## src/rtl/uart_tx_pkg.sv

```systemverilog
// Shared UART definitions: FSM state encodings, default baud divisor and the
// parity helper. Used by the transmitter and the matching receiver.
// Optional feature macro: UART_TX_PARITY_EN (adds the PARITY state).
package uart_tx_pkg;

    // 125 MHz system clock / 115200 baud
    localparam logic [15:0] BAUD_CNT_DEFAULT = 16'd1085;

    // Encodings are fixed so the receiver and any debug tooling agree on them
    typedef enum logic [2:0] {
        ST_IDLE   = 3'd0,
        ST_START  = 3'd1,
        ST_DATA   = 3'd2,
`ifdef UART_TX_PARITY_EN
        ST_PARITY = 3'd3,
`endif
        ST_STOP   = 3'd4
    } uart_state_e;

    // Even parity: the extra bit makes the total count of ones even
    function automatic logic even_parity(input logic [7:0] b);
        return ^b;
    endfunction

endpackage

```

## src/rtl/uart_tx_if.sv

```systemverilog
// Byte-write handshake and serial/status outputs of the UART transmitter.
interface uart_tx_if;
    logic       ip_flag;
    logic [7:0] ip_data;
    logic       tx;
    logic       busy;
    logic       full;

    modport master (output ip_flag, output ip_data, input tx, input busy, input full);
    modport slave  (input ip_flag, input ip_data, output tx, output busy, output full);
endinterface

```

## src/rtl/uart_tx_fifo.sv

```systemverilog
// Transmit byte FIFO, 2**DEPTH_LOG2 entries. A push while full is dropped
// even if a pop happens on the same edge; a pop while empty is ignored.
module uart_tx_fifo #(
    parameter int DEPTH_LOG2 = 2
) (
    input  logic              clk,
    input  logic              rst_n,
    input  logic              push,
    input  logic [7:0]        wdata,
    input  logic              pop,
    output logic [7:0]        rdata,
    output logic              full,
    output logic              empty,
    output logic [DEPTH_LOG2:0] count
);
    localparam int DEPTH = 1 << DEPTH_LOG2;
    localparam int AW    = DEPTH_LOG2;
    localparam int CW    = DEPTH_LOG2 + 1;

    logic [7:0]    mem_q [DEPTH];
    logic [7:0]    mem_d [DEPTH];
    logic [AW-1:0] wr_ptr_q, wr_ptr_d;
    logic [AW-1:0] rd_ptr_q, rd_ptr_d;
    logic [CW-1:0] count_q, count_d;
    logic          push_ok, pop_ok;

    assign full    = (count_q == CW'(DEPTH));
    assign empty   = (count_q == '0);
    assign count   = count_q;
    assign rdata   = mem_q[rd_ptr_q];
    assign push_ok = push && !full;
    assign pop_ok  = pop && !empty;

    // Pointer and occupancy update; pointers wrap naturally at the power-of-two depth
    always_comb begin
        mem_d    = mem_q;
        wr_ptr_d = wr_ptr_q;
        rd_ptr_d = rd_ptr_q;
        count_d  = count_q;
        if (push_ok) begin
            mem_d[wr_ptr_q] = wdata;
            wr_ptr_d        = wr_ptr_q + AW'(1);
        end
        if (pop_ok) begin
            rd_ptr_d = rd_ptr_q + AW'(1);
        end
        case ({push_ok, pop_ok})
            2'b10:   count_d = count_q + CW'(1);
            2'b01:   count_d = count_q - CW'(1);
            default: count_d = count_q;
        endcase
    end

    // Control state registers, cleared by reset
    always_ff @(posedge clk or negedge rst_n) begin
        if (!rst_n) begin
            wr_ptr_q <= '0;
            rd_ptr_q <= '0;
            count_q  <= '0;
        end else begin
            wr_ptr_q <= wr_ptr_d;
            rd_ptr_q <= rd_ptr_d;
            count_q  <= count_d;
        end
    end

    // Storage array, no reset needed since occupancy guards every read
    always_ff @(posedge clk) begin
        mem_q <= mem_d;
    end

endmodule

```

## src/rtl/uart_tx.sv

```systemverilog
// UART transmitter: 8 data bits LSB first, one start and one stop bit, fed
// from a small byte FIFO. tx is registered one cycle behind the FSM state,
// so each bit still lasts exactly baud_cnt_max clocks.
// Optional feature macro: UART_TX_PARITY_EN (even parity bit before stop).
module uart_tx
    import uart_tx_pkg::*;
#(
    parameter logic [15:0] baud_cnt_max    = BAUD_CNT_DEFAULT,
    parameter int          fifo_depth_log2 = 2
) (
    input  logic     clk,
    input  logic     rst_n,
    uart_tx_if.slave bus
);
    uart_state_e              state_q, state_d;
    logic [15:0]              baud_cnt_q, baud_cnt_d;
    logic [2:0]               bit_idx_q, bit_idx_d;
    logic [7:0]               shift_q, shift_d;
    logic                     tx_q, tx_d;
    logic                     busy_q, busy_d;
    logic                     bit_done;
    logic                     fifo_pop, fifo_empty, fifo_full;
    logic [7:0]               fifo_rdata;
    logic [fifo_depth_log2:0] fifo_count;
`ifdef UART_TX_PARITY_EN
    logic                     parity_q, parity_d;
`endif

    uart_tx_fifo #(
        .DEPTH_LOG2(fifo_depth_log2)
    ) u_fifo (
        .clk   (clk),
        .rst_n (rst_n),
        .push  (bus.ip_flag),
        .wdata (bus.ip_data),
        .pop   (fifo_pop),
        .rdata (fifo_rdata),
        .full  (fifo_full),
        .empty (fifo_empty),
        .count (fifo_count)
    );

    assign bit_done = (baud_cnt_q == baud_cnt_max - 16'd1);

    // Next-state, bit timing, FIFO pop and line level for the following cycle
    always_comb begin
        state_d    = state_q;
        baud_cnt_d = baud_cnt_q;
        bit_idx_d  = bit_idx_q;
        shift_d    = shift_q;
        fifo_pop   = 1'b0;
        tx_d       = 1'b1;
`ifdef UART_TX_PARITY_EN
        parity_d   = parity_q;
`endif
        if (state_q != ST_IDLE) begin
            baud_cnt_d = bit_done ? 16'd0 : baud_cnt_q + 16'd1;
        end
        case (state_q)
            ST_IDLE: begin
                tx_d = 1'b1;
                if (!fifo_empty) begin
                    fifo_pop   = 1'b1;
                    shift_d    = fifo_rdata;
`ifdef UART_TX_PARITY_EN
                    parity_d   = even_parity(fifo_rdata);
`endif
                    baud_cnt_d = 16'd0;
                    state_d    = ST_START;
                end
            end
            ST_START: begin
                tx_d = 1'b0;
                if (bit_done) begin
                    bit_idx_d = 3'd0;
                    state_d   = ST_DATA;
                end
            end
            ST_DATA: begin
                tx_d = shift_q[0];
                if (bit_done) begin
                    shift_d = {1'b0, shift_q[7:1]};
                    if (bit_idx_q == 3'd7) begin
`ifdef UART_TX_PARITY_EN
                        state_d = ST_PARITY;
`else
                        state_d = ST_STOP;
`endif
                    end else begin
                        bit_idx_d = bit_idx_q + 3'd1;
                    end
                end
            end
`ifdef UART_TX_PARITY_EN
            ST_PARITY: begin
                tx_d = parity_q;
                if (bit_done) begin
                    state_d = ST_STOP;
                end
            end
`endif
            ST_STOP: begin
                tx_d = 1'b1;
                if (bit_done) begin
                    if (!fifo_empty) begin
                        // Chain straight into the next frame with no idle gap
                        fifo_pop = 1'b1;
                        shift_d  = fifo_rdata;
`ifdef UART_TX_PARITY_EN
                        parity_d = even_parity(fifo_rdata);
`endif
                        state_d  = ST_START;
                    end else begin
                        state_d  = ST_IDLE;
                    end
                end
            end
            default: begin
                state_d = ST_IDLE;
            end
        endcase
        busy_d = (state_q != ST_IDLE) || (fifo_count != '0);
    end

    // FSM, counters and registered outputs; reset parks the line idle
    always_ff @(posedge clk or negedge rst_n) begin
        if (!rst_n) begin
            state_q    <= ST_IDLE;
            baud_cnt_q <= 16'd0;
            bit_idx_q  <= 3'd0;
            tx_q       <= 1'b1;
            busy_q     <= 1'b0;
        end else begin
            state_q    <= state_d;
            baud_cnt_q <= baud_cnt_d;
            bit_idx_q  <= bit_idx_d;
            tx_q       <= tx_d;
            busy_q     <= busy_d;
        end
    end

    // Frame data registers, only meaningful once the FSM has loaded them
    always_ff @(posedge clk) begin
        shift_q  <= shift_d;
`ifdef UART_TX_PARITY_EN
        parity_q <= parity_d;
`endif
    end

    assign bus.tx   = tx_q;
    assign bus.busy = busy_q;
    assign bus.full = fifo_full;

endmodule

```

## src/flat_wrapper.sv

```systemverilog
// flat-port wrapper written by rule: the top's interface ports become plain ports
module uart_tx_flat import uart_tx_pkg::*;
#(
    parameter logic [15:0] baud_cnt_max    = BAUD_CNT_DEFAULT,
    parameter int          fifo_depth_log2 = 2
)
  (clk, rst_n, bus_ip_flag, bus_ip_data, bus_tx, bus_busy, bus_full);
  uart_tx_if bus_i ();
  input  logic clk;
  input  logic rst_n;
  input wire logic [$bits(bus_i.ip_flag)-1:0] bus_ip_flag;
  input wire logic [$bits(bus_i.ip_data)-1:0] bus_ip_data;
  output wire logic [$bits(bus_i.tx)-1:0] bus_tx;
  output wire logic [$bits(bus_i.busy)-1:0] bus_busy;
  output wire logic [$bits(bus_i.full)-1:0] bus_full;
  assign bus_i.ip_flag = bus_ip_flag;
  assign bus_i.ip_data = bus_ip_data;
  assign bus_tx = bus_i.tx;
  assign bus_busy = bus_i.busy;
  assign bus_full = bus_i.full;
  uart_tx #(.baud_cnt_max(baud_cnt_max), .fifo_depth_log2(fifo_depth_log2)) u_core (.clk(clk), .rst_n(rst_n), .bus(bus_i));
endmodule
```

## config.mk

```make
export PLATFORM = sky130hd
export DESIGN_NAME = uart_tx_flat
export DESIGN_NICKNAME = d
export VERILOG_FILES = /design/src/rtl/uart_tx_pkg.sv /design/src/rtl/uart_tx_if.sv /design/src/rtl/uart_tx_fifo.sv /design/src/rtl/uart_tx.sv /design/src/flat_wrapper.sv
export SDC_FILE = /design/constraint.sdc
export NUM_CORES = 1
export LEC_CHECK = 0
export BUFFER_PORTS_ARGS = -buffer_cell sky130_fd_sc_hd__buf_2
export CELL_PAD_IN_SITES_DETAIL_PLACEMENT = 2
export CELL_PAD_IN_SITES_GLOBAL_PLACEMENT = 2
export CORE_ASPECT_RATIO = 0.7
export CORE_UTILIZATION = 48
export CTS_BUF_LIST = sky130_fd_sc_hd__clkbuf_8
export DETAILED_ROUTE_END_ITERATION = 12
export PLACE_DENSITY = 0.87
export SYNTH_ARGS = -nofsm -noshare
export SYNTH_HDL_FRONTEND = slang
export SYNTH_SLANG_ARGS = --single-unit
```

## constraint.sdc

```tcl
create_clock -name clk -period 6.3 [get_ports clk]
set_input_delay 1.26 -clock clk [delete_from_list [all_inputs] [get_ports clk]]
set_output_delay 1.26 -clock clk [all_outputs]
set_load 0.1 [all_outputs]
```

==> metrics.md, run 1 <==
| Metric | Value |
|---|---|
| Worst VDD drop | `239 uV` |
| I/O pin total | `14` |
| Wire per inst | `29.9 um` |
| Layout fillers | `648` |
| CTS tree | `built` |
| GR Layer Usage met3 | `6.94%` |
| Worst skew pair latency | `0.36 ns` |
| GRT overflow | `0` |
| CP startpoint kind | `flop` |
| Fin util | `54.7%` |
| Post-CTS Setup Inserts | `0` |
| Register Area | `0.00198 mm^2` |
| FF+latch count, synth | `71` |
| Outcome | `complete, no violations` |
| Largest cells by area after synthesis | `edfxtp_1 36%, dfrtp_1 22%, mux4_2 5.3%` |
| EDFF count, synth | `40` |
| CP required | `6.57 ns` |
| Largest family of logic cells by synthesized area | `simple AND/OR/NAND/NOR gates` |
| Slew Limit Fails | `0` |
| Syn Std Cell Area | `0.00338 mm^2` |
| Max Root-Sink Buffers | `2` |
| Worst Hold Class | `reg2reg` |
| Final Hold Viols | `0` |
| Crit share post-route | `45.5%` |
| Fin Clk Skew | `0.00952 ns` |
| Commonest cells after routing, fill and taps aside | `40 x edfxtp_1, 30 x dfrtp_1, 14 x inv_1, 14 x nand3_1` |
| Register area share after synthesis | `58.5%` |
| Compound-cell area share of the yosys netlist | `10.5%` |
| Leakage | `0.00145 uW` |
| Port Buffers | `13` |
| Simple-Gate Fraction of Synth Area | `15.6%` |
| Power Dens Cells | `404 mW/mm^2` |
| Final setup vio count | `0` |
| H-Tree Depth | `3` |
| First-pass GRT wire length | `17300 um` |
| Cts bufs inserted | `9` |
| Met1 Track Usage GR | `42.8%` |
| Post-synth ARST share | `43.7%` |
| Root buffer cell | `clkbuf_8` |
| GR peak layer | `met2` |
| # nets final | `302` |
| Syn Nets | `289` |
| Global-route usage over all layers | `34.4%` |
| Syn_area_per_cell | `12.6 um^2` |
| Final RePlAce weighted congestion | `0.784` |
| Met2 Track Usage GR | `57.1%` |
| Total of max-cap violations | `0` |
| Adder and majority gate portion of the synthesized area | `4.22%` |
| Post-DP HPWL | `7320 um` |
| Cts repair resizes | `0` |
| Cells after Synth | `268` |
| Clock Sink Count | `71` |
| RSZ-0062 raised after global routing | `false` |
| Setup TNS | `0 ns` |
| Post-synthesis xor/xnor area fraction | `1.55%` |
| Initial core utilization | `49.8%` |
| Reg clk slew, reported paths | `0.08 ns` |
| Drt initial violations | `216` |
| Number of global-route vias before repair | `2841` |
| Fmax | `349 MHz` |
| Hold-fix buffers at CTS | `0` |
| Die area | `0.00739 mm^2` |
| Mux contribution to synthesized area | `5.96%` |
| Area grow syn2layout | `9.84%` |
| Final WL | `11400 um` |
| Yosys top cell by area | `edfxtp_1` |
| Drt first pass iters | `4` |
| Top_reg_cell synth | `edfxtp_1` |
| Synth warnings | `0` |
| Worst EP arrival | `3.13 ns` |
| Die height | `72.2 um` |
| Initial antenna violation count | `0` |
| Yosys cell types | `52` |
| Crit Path Class | `reg2reg` |
| Share of layout cells above drive strength 1 | `16.4%` |
| Site Rows | `25` |
| Worst Setup End Kind | `flop` |
| Vias | `2505` |
| Total Power | `1500 uW` |
| Tmin final | `2.87 ns` |
| DRC | `0` |
| Largest net degree at the start of global routing | `32` |
| Relative slew slack | `48.9%` |
| Die Wd | `102 um` |
| Core area | `0.00679 mm^2` |
| Commonest non-fill, non-tap cell in the layout | `edfxtp_1` |
| CP max FO | `8` |
| DR vias/cell | `6.59` |
| Diodes inserted | `0` |
| Worst-Margin Slew | `0.766 ns` |
| Footprint of the multi-input gates | `0.00128 mm^2` |
| ANT nets after route | `0` |
| Top-area cell type share of the netlist area | `35.5%` |
==> per-layer routing <==
metal / share of wire [%] / vias up
met1: 38 / 1294
li1: - / 1057
met4: 4.7 / 0
met3: 6.5 / 42
met5: 0 / -
met2: 50 / 112
==> stage by stage <==
step,hold WS (ns),setup slack [ns],cells,area (um^2)
after floorplan,0.446,3.61,268,3380
after global placement,0.478,3.59,364,3520
after detailed placement,0.513,3.42,364,3520
after CTS,0.533,3.44,380,3710
after global routing,0.552,3.37,380,3710
final,0.540,3.43,380,3710
==> Yosys cell counts, types with 2 or more instances <==
library cell	instances
buf_2	7
o311ai_0	2
and3_1	2
xor2_1	4
o22ai_1	2
a22o_1	7
nand3_1	14
nand2_1	13
mux4_2	8
a211oi_1	2
edfxtp_1	40
o21ai_0	7
xnor2_1	2
nor3b_1	3
nand2b_1	2
o31ai_1	2
a31oi_1	13
inv_1	14
and4_1	3
and2_1	6
ha_1	9
nor3_1	2
nor4b_1	2
nor2b_1	3
a21oi_1	8
dfrtp_1	30
nand4_1	11
nor4_1	4
clkbuf_1	6
or4_1	3
or3_1	5
nor2_1	12
==> where the power goes <==
part,switching (uW),internal [uW]
Combinational,242,165
Clock,186,192
Sequential,115,602
==> worst paths after layout <==
path,from,end,slack (ns),cells past startpoint
setup / recovery,u_core.baud_cnt_q[6],u_core.u_fifo.count[2],3.43,9
hold / removal,u_core.shift_q[0],u_core.bus.tx,0.54,2
setup reg to reg,u_core.baud_cnt_q[6],u_core.u_fifo.count[2],3.43,9
hold reg to reg,u_core.shift_q[0],u_core.bus.tx,0.54,2
max in group asynchronous,rst_n,u_core.u_fifo.count[1],4.85,1
min in group asynchronous,rst_n,u_core.bit_idx_q[0],0.96,1
==> critical path, cell delays in order (launching register included) <==
cell,delay (ns)
dfrtp_1,0.50
nor4_2,0.46
nand4_1,0.26
a21oi_1,0.35
ha_1,0.26
inv_1,0.07
fa_1,0.38
xor2_1,0.15
nor2_1,0.12
xor2_1,0.22
==> logic make-up (layout without fill, tap and decap cells) <==
family,count (synthesis),after routing
flip-flops,71,71
buffers and inverters,29,47
adder cells (fa/ha/maj),11,11
multiplexers,10,10
AO/OA/AOI/OAI,52,52
AND/OR/NAND/NOR,89,89
XOR/XNOR,6,6
==> final cells by class <==
cell class / instances / area share, %
tap: 94 / 3.17
timing repair buffer: 16 / 2.36
inverter: 15 / 1.52
clock buffer: 10 / 3.70
multi-input combinational: 168 / 34.4
sequential: 71 / 53.3
clock inverter: 6 / 1.58
==> flip-flops by register name, summed over array words and instances (netlist names) <==
name	flops
u_core.baud_cnt_q	16
u_core.u_fifo.count	3
u_core.shift_q	8
u_core.bit_idx_q	3
u_core.u_fifo.rd_ptr_q	2
u_core.state_q	3
u_core.bus.tx	1
u_core.bus.busy	1
u_core.u_fifo.mem_q	32
u_core.u_fifo.wr_ptr_q	2
Note: power is estimated with default switching activity, not from simulation.
==> inputs of run 2 (changes only) <==
Settings changed: CORE_UTILIZATION 48 to 45, PLACE_DENSITY 0.87 to 0.82.
Clock period 6.3 ns to 3 ns, I/O delays scaled along.
==> run 2 against run 1 <==
  * Register-to-register slack worse by 3.2 ns
  * Worst hold slack got worse by 0.22 ns
  * Final area grew 1.1%
  * Non-clock buffer count rose by 2
  * Via count shrank 3.6%
  * Global-route usage fell by 5.3 points
  * Critical endpoint unchanged
==> metrics.md, run 2 (synthesized netlist as in run 1, its figures left out) <==
| Metric | Value |
|---|---|
| Crit Path Class | `reg2reg` |
| Worst stage delay on the critical path | `0.46 ns (-0.04 ns)` |
| Global-route usage over all layers | `29.2% (-5.3 points)` |
| Initial core utilization | `46.4% (-3.4 points)` |
| Commonest non-fill, non-tap cell in the layout | `edfxtp_1` |
| Die Wd | `106 um (+3.2%)` |
| Final Hold Viols | `0 (unchanged)` |
| Root buffer cell | `clkbuf_8` |
| Met1 Track Usage GR | `39.3% (-3.5 points)` |
| Site Rows | `26 (+4.0%)` |
| Crit share post-route | `92.3% (+47 points)` |
| Fin Clk Skew | `0.0130 ns (+0.00343 ns)` |
| Share of layout cells above drive strength 1 | `16.0% (-0.46 points)` |
| Diodes inserted | `0 (unchanged)` |
| Commonest cells after routing, fill and taps aside | `40 x edfxtp_1, 30 x dfrtp_1, 17 x inv_1, 14 x nand3_1` |
| Relative slew slack | `47.3% (-1.6 points)` |
| GRT overflow | `0 (unchanged)` |
| CP required | `3.27 ns (-3.30 ns)` |
| I/O pin total | `14 (unchanged)` |
| H-Tree Depth | `3 (unchanged)` |
| CP max FO | `6 (-2)` |
| GR peak layer | `met2` |
| Initial antenna violation count | `0 (unchanged)` |
| Final RePlAce weighted congestion | `0.737 (-5.9%)` |
| Max Root-Sink Buffers | `2 (unchanged)` |
| Total of max-cap violations | `0 (unchanged)` |
| Drt initial violations | `191 (-12%)` |
| Final setup vio count | `0 (unchanged)` |
| Cts repair resizes | `0 (unchanged)` |
| Setup slack, reg-to-reg | `0.23 ns (-3.20 ns)` |
| Outcome | `complete, no violations` |
| Port Buffers | `13 (unchanged)` |
| Register name with the most flops | `u_core.u_fifo.mem_q` |
| Die height | `74.5 um (+3.2%)` |
| ANT nets after route | `0 (unchanged)` |
| GR Layer Usage met3 | `7.62% (+0.69 points)` |
| Die area | `0.00787 mm^2 (+6.5%)` |
| Cts bufs inserted | `9 (unchanged)` |
| DRC | `0 (unchanged)` |
| Post-layout instance count excluding filler cells | `386 (+1.6%)` |
| Vias | `2414 (-3.6%)` |
| Worst skew pair latency | `0.36 ns (about the same)` |
| Number of global-route vias before repair | `2595 (-8.7%)` |
| Reg clk slew, reported paths | `0.08 ns (about the same)` |
| RSZ-0062 raised after global routing | `false` |
| Power Dens Cells | `841 mW/mm^2 (+110%)` |
| Post-CTS Setup Inserts | `0 (unchanged)` |
| Layout fillers | `724 (+12%)` |
| # nets final | `304 (+0.66%)` |
| First-pass GRT wire length | `16200 um (-6.6%)` |
| Wire per inst | `27.0 um (-9.8%)` |
| Top flop regs | `u_core.u_fifo.mem_q x32, u_core.baud_cnt_q x16, u_core.shift_q x8` |
| Clock Sink Count | `71 (unchanged)` |
| Setup TNS | `0 ns (unchanged)` |
| Leakage | `0.00147 uW (+1.6%)` |
| CP bufs+invs | `2 (+1)` |
| Tmin final | `2.77 ns (-0.0977 ns)` |
| Met2 Track Usage GR | `48.2% (-8.9 points)` |
| Drt first pass iters | `4 (unchanged)` |
| Area grow syn2layout | `11.0%` |
| Post-DP HPWL | `6890 um (-5.9%)` |
| Worst Hold Class | `in2async` |
| Largest net degree at the start of global routing | `32 (unchanged)` |
| Worst VDD drop | `437 uV (+83%)` |
| CP startpoint kind | `flop` |
| CP Cell Sequence | `inv_1 > ha_1 > nor3b_1 > nand4_1 > a21oi_1 > ha_1 > inv_1 > fa_1 > xor2_1 > nor2_1 > xor2_1` |
| Worst-Margin Slew | `0.791 ns (+0.0245 ns)` |
| Final WL | `10400 um (-8.3%)` |
| CTS tree | `built` |
| Crit-path leading delay family | `adder cells` |
| Slowest cell on the critical path | `dfrtp_1` |
| Hold-fix buffers at CTS | `0 (unchanged)` |
| Max reg flops | `32 (unchanged)` |
| Placed insts | `370 (+1.6%)` |
| Worst EP arrival | `3.04 ns (-0.09 ns)` |
| Core area | `0.00729 mm^2 (+7.4%)` |
| Worst Setup End Kind | `flop` |
| Fmax | `361 MHz (+3.5%)` |
| DR vias/cell | `6.25 (-5.1%)` |
| Slew Limit Fails | `0 (unchanged)` |
[run 2: cell types whose count changed in the layout (fill, tap and decap cells not counted)]
| cell | delta |
|---|---|
| inv_1 | +3 |
| clkinv_2 | -3 |
| inv_4 | -1 |
| bufinv_16 | +1 |
| buf_4 | +2 |
[run 2: stage by stage]
stage	power [uW]	cell area [um^2]	hold slack [ns]	utilization, %	worst slack, ns
finish	3160	3750	0.317	51.5	0.232
floorplan	2000	3380	0.304	-	0.306
global route	3310	3750	0.359	51.5	0.0839
detailed placement	2310	3540	0.498	48.6	0.362
global placement	2180	3540	0.460	48.6	0.645
CTS	3180	3750	0.330	51.5	0.248
[run 2: per-layer routing]
| metal | vias up | part of all wire (%) |
|---|---|---|
| li1 | 1057 | - |
| met2 | 75 | 51 |
| met3 | 11 | 4.8 |
| met4 | 0 | 1.1 |
| met1 | 1271 | 43 |
| met5 | - | 0 |
[run 2: final cells by class]
| cell class | instances | area [um^2] | area share (%) |
|---|---|---|---|
| sequential | 71 | 1980 | 52.7 |
| multi-input combinational | 168 | 1280 | 34.1 |
| clock buffer | 10 | 138 | 3.67 |
| tap | 98 | 123 | 3.27 |
| timing repair buffer | 18 | 103 | 2.73 |
| clock inverter | 6 | 78.8 | 2.10 |
| inverter | 15 | 56.3 | 1.50 |
[run 2: path summary, 6_finish.rpt]
| kind | end | start | cells past startpoint |
|---|---|---|---|
| max | u_core.u_fifo.count[2] | u_core.baud_cnt_q[0] | 11 |
| min | u_core.bit_idx_q[1] | rst_n | 1 |
| max reg2reg | u_core.u_fifo.count[2] | u_core.baud_cnt_q[0] | 11 |
| min reg2reg | u_core.bus.tx | u_core.shift_q[0] | 2 |
| max in group asynchronous | u_core.baud_cnt_q[8] | rst_n | 1 |
| min in group clk | u_core.u_fifo.mem_q[18] | bus_ip_data[2] | 1 |
[run 2: power by group]
group	switching (uW)	internal [uW]
logic	475	344
registers	229	1260
clock network	365	482
==> inputs of run 3 (changes only) <==
Settings changed: CORE_UTILIZATION 45 to 40, PLACE_DENSITY 0.82 to 0.77.
Clock period 3 ns to 2.5 ns, I/O delays scaled along.
==> run 3 against run 2 <==
  * The run now ends with design-rule violations left
  * Final cell count grew 5.2%
  * Flip-flop and latch count is the same
  * Worst hold slack lost 0.13 ns
  * Largest power group unchanged
==> metrics.md, run 3 (synthesized netlist as in run 1, its figures left out) <==
| Metric | Value |
|---|---|
| Outcome | `finished with violations` |
| Failing checks | `design-rule violations` |
| Drt first pass iters | `8 (+4)` |
| Core area | `0.00804 mm^2 (+10%)` |
| Commonest cells after routing, fill and taps aside | `40 x edfxtp_1, 30 x dfrtp_1, 22 x buf_4, 16 x inv_1, 14 x nand3_1` |
| Site Rows | `27 (+3.8%)` |
| Area grow syn2layout | `13.6%` |
| R2R depth | `9 (-2)` |
| ANT nets after route | `0 (unchanged)` |
| Wire per inst | `23.4 um (-13%)` |
| Worst Hold Class | `in2async` |
| DRC | `1 (+1)` |
| Max Root-Sink Buffers | `2 (unchanged)` |
| Share of layout cells above drive strength 1 | `21.6% (+5.7 points)` |
| Met2 Track Usage GR | `35.8% (-12 points)` |
| Final RePlAce weighted congestion | `0.763 (+3.4%)` |
| # nets final | `321 (+5.6%)` |
| GR peak layer | `met2` |
| First-pass GRT wire length | `15400 um (-4.8%)` |
| Place WS | `-0.0736 ns (-0.436 ns)` |
| CP dominant cell by count | `xor2_1` |
| Crit share post-route | `99.2% (+6.9 points)` |
| Setup slack, reg-to-reg | `0.02 ns (-0.21 ns)` |
| CP bufs+invs | `1 (-1)` |
| Crit path depth | `9 (-2)` |
| Relative slew slack | `51.0% (+3.7 points)` |
| Setup TNS | `0 ns (unchanged)` |
| Slowest cell on the critical path | `dfrtp_1` |
| Post-route cell area | `0.00384 mm^2 (+2.3%)` |
| Final Hold Viols | `0 (unchanged)` |
| Final setup vio count | `0 (unchanged)` |
| Worst VDD drop | `540 uV (+24%)` |
| Root buffer cell | `clkbuf_8` |
| Global-route usage over all layers | `23.9% (-5.3 points)` |
| Total of max-cap violations | `0 (unchanged)` |
| Cts bufs inserted | `9 (unchanged)` |
| CTS tree | `built` |
| Post-DP HPWL | `6740 um (-2.1%)` |
| Max reg flops | `32 (unchanged)` |
| Register name with the most flops | `u_core.u_fifo.mem_q` |
| CP max FO | `5 (-1)` |
| Leakage | `0.00153 uW (+3.7%)` |
| Worst stage delay on the critical path | `0.47 ns (about the same)` |
| CP startpoint kind | `flop` |
| Power Dens Cells | `936 mW/mm^2 (+11%)` |
| Worst setup startpoint | `u_core.baud_cnt_q[14]` |
| Worst EP arrival | `2.75 ns (-0.29 ns)` |
| Worst setup path end | `u_core.u_fifo.count[2]` |
| Crit-path leading delay family | `adder cells` |
| Hold-fix buffers at CTS | `0 (unchanged)` |
| Die Wd | `112 um (+6.0%)` |
| Reg clk slew, reported paths | `0.07 ns (about the same)` |
| Initial core utilization | `42.1% (-4.3 points)` |
| Final WL | `9510 um (-8.7%)` |
| GRT overflow | `0 (unchanged)` |
| Fin util | `47.8% (-3.8 points)` |
| End of the worst register-to-register path | `u_core.u_fifo.count[2]` |
| Worst Setup End Kind | `flop` |
| Top flop regs | `u_core.u_fifo.mem_q x32, u_core.baud_cnt_q x16, u_core.shift_q x8` |
| DR vias/cell | `6.06 (-3.1%)` |
| Diodes inserted | `0 (unchanged)` |
| I/O pin total | `14 (unchanged)` |
| Port Buffers | `13 (unchanged)` |
| Vias | `2460 (+1.9%)` |
| Initial antenna violation count | `0 (unchanged)` |
| Drt initial violations | `133 (-30%)` |
| Tmin final | `2.48 ns (-0.289 ns)` |
| Met1 Track Usage GR | `33.5% (-5.8 points)` |
| CP Cell Sequence | `nor4b_4 > nand4_1 > a21oi_2 > ha_2 > inv_1 > fa_1 > xor2_1 > nor2_1 > xor2_1` |
| Clock Sink Count | `71 (unchanged)` |
| Largest net degree at the start of global routing | `32 (unchanged)` |
| Worst skew pair latency | `0.37 ns (about the same)` |
| Worst Slack Setup Final | `0.0212 ns (-0.211 ns)` |
| GR Layer Usage met3 | `6.95% (-0.68 points)` |
| Die height | `78.9 um (+5.9%)` |
| Die area | `0.00883 mm^2 (+12%)` |
| CP required | `2.78 ns (-0.49 ns)` |
| Fmax | `403 MHz (+12%)` |
| Crit Path Class | `reg2reg` |
| Reg2reg start | `u_core.baud_cnt_q[14]` |
| Slew Limit Fails | `0 (unchanged)` |
| Number of global-route vias before repair | `2650 (+2.1%)` |
| Fin Clk Skew | `0.0101 ns (-0.00284 ns)` |
| Commonest non-fill, non-tap cell in the layout | `edfxtp_1` |
| Worst-Margin Slew | `0.735 ns (-0.0560 ns)` |
| Placed inst area | `0.00366 mm^2 (+3.3%)` |
| H-Tree Depth | `3 (unchanged)` |
## run 3: layout make-up
class	count	area, um^2
Clock inverter	7	35.0
Clock buffer	9	124
Multi-Input combinational cell	168	1290
Inverter	15	56.3
Fill cell	820	4200
Timing Repair Buffer	35	230
Tap cell	101	126
Sequential cell	71	1980
## run 3: worst min-delay path by stage
stage	start	to	slack, ns
6_report	rst_n	u_core.bit_idx_q[0]	0.19
5_1_grt	rst_n	u_core.bit_idx_q[0]	0.21
4_1_cts	rst_n	u_core.bit_idx_q[0]	0.20
3_5_place_dp	u_core.shift_q[0]	u_core.bus.tx	0.48
3_3_place_gp	u_core.shift_q[0]	u_core.bus.tx	0.46
2_1_floorplan	rst_n	u_core.baud_cnt_q[0]	0.20
## run 3: where the power goes
part           leakage [uW]  internal, uW  switching (uW)
Sequential         0.000757          1520             206
Combinational      0.000687           478             618
Clock             0.0000827           343             434
## run 3: what timing repair did
item	4_1_cts	5_1_grt
setup endpoints to repair	1	1
resized for setup	2	1
pin swaps	1	2
setup buffers	0	2
## run 3: per-layer routing
| metal | share of wire [%] | vias up |
|---|---|---|
| met3 | 5.6 | 12 |
| met4 | 0.94 | 0 |
| li1 | - | 1094 |
| met5 | 0 | - |
| met1 | 47 | 1292 |
| met2 | 46 | 62 |
## run 3: per-stage QoR
stage,hold WS [ns],total power [uW],instances
final,0.186,3600,406
after CTS,0.197,3610,404
after global routing,0.210,3800,406
after floorplan,0.204,2400,268
after detailed placement,0.484,2810,388
after global placement,0.465,2710,388
## run 3: worst reg2reg max path, cell delays in order (launching register included)
cell,delay [ns]
dfrtp_1,0.47
nor4b_4,0.31
nand4_1,0.20
a21oi_2,0.24
ha_2,0.23
inv_1,0.07
fa_1,0.41
xor2_1,0.16
nor2_1,0.11
xor2_1,0.19
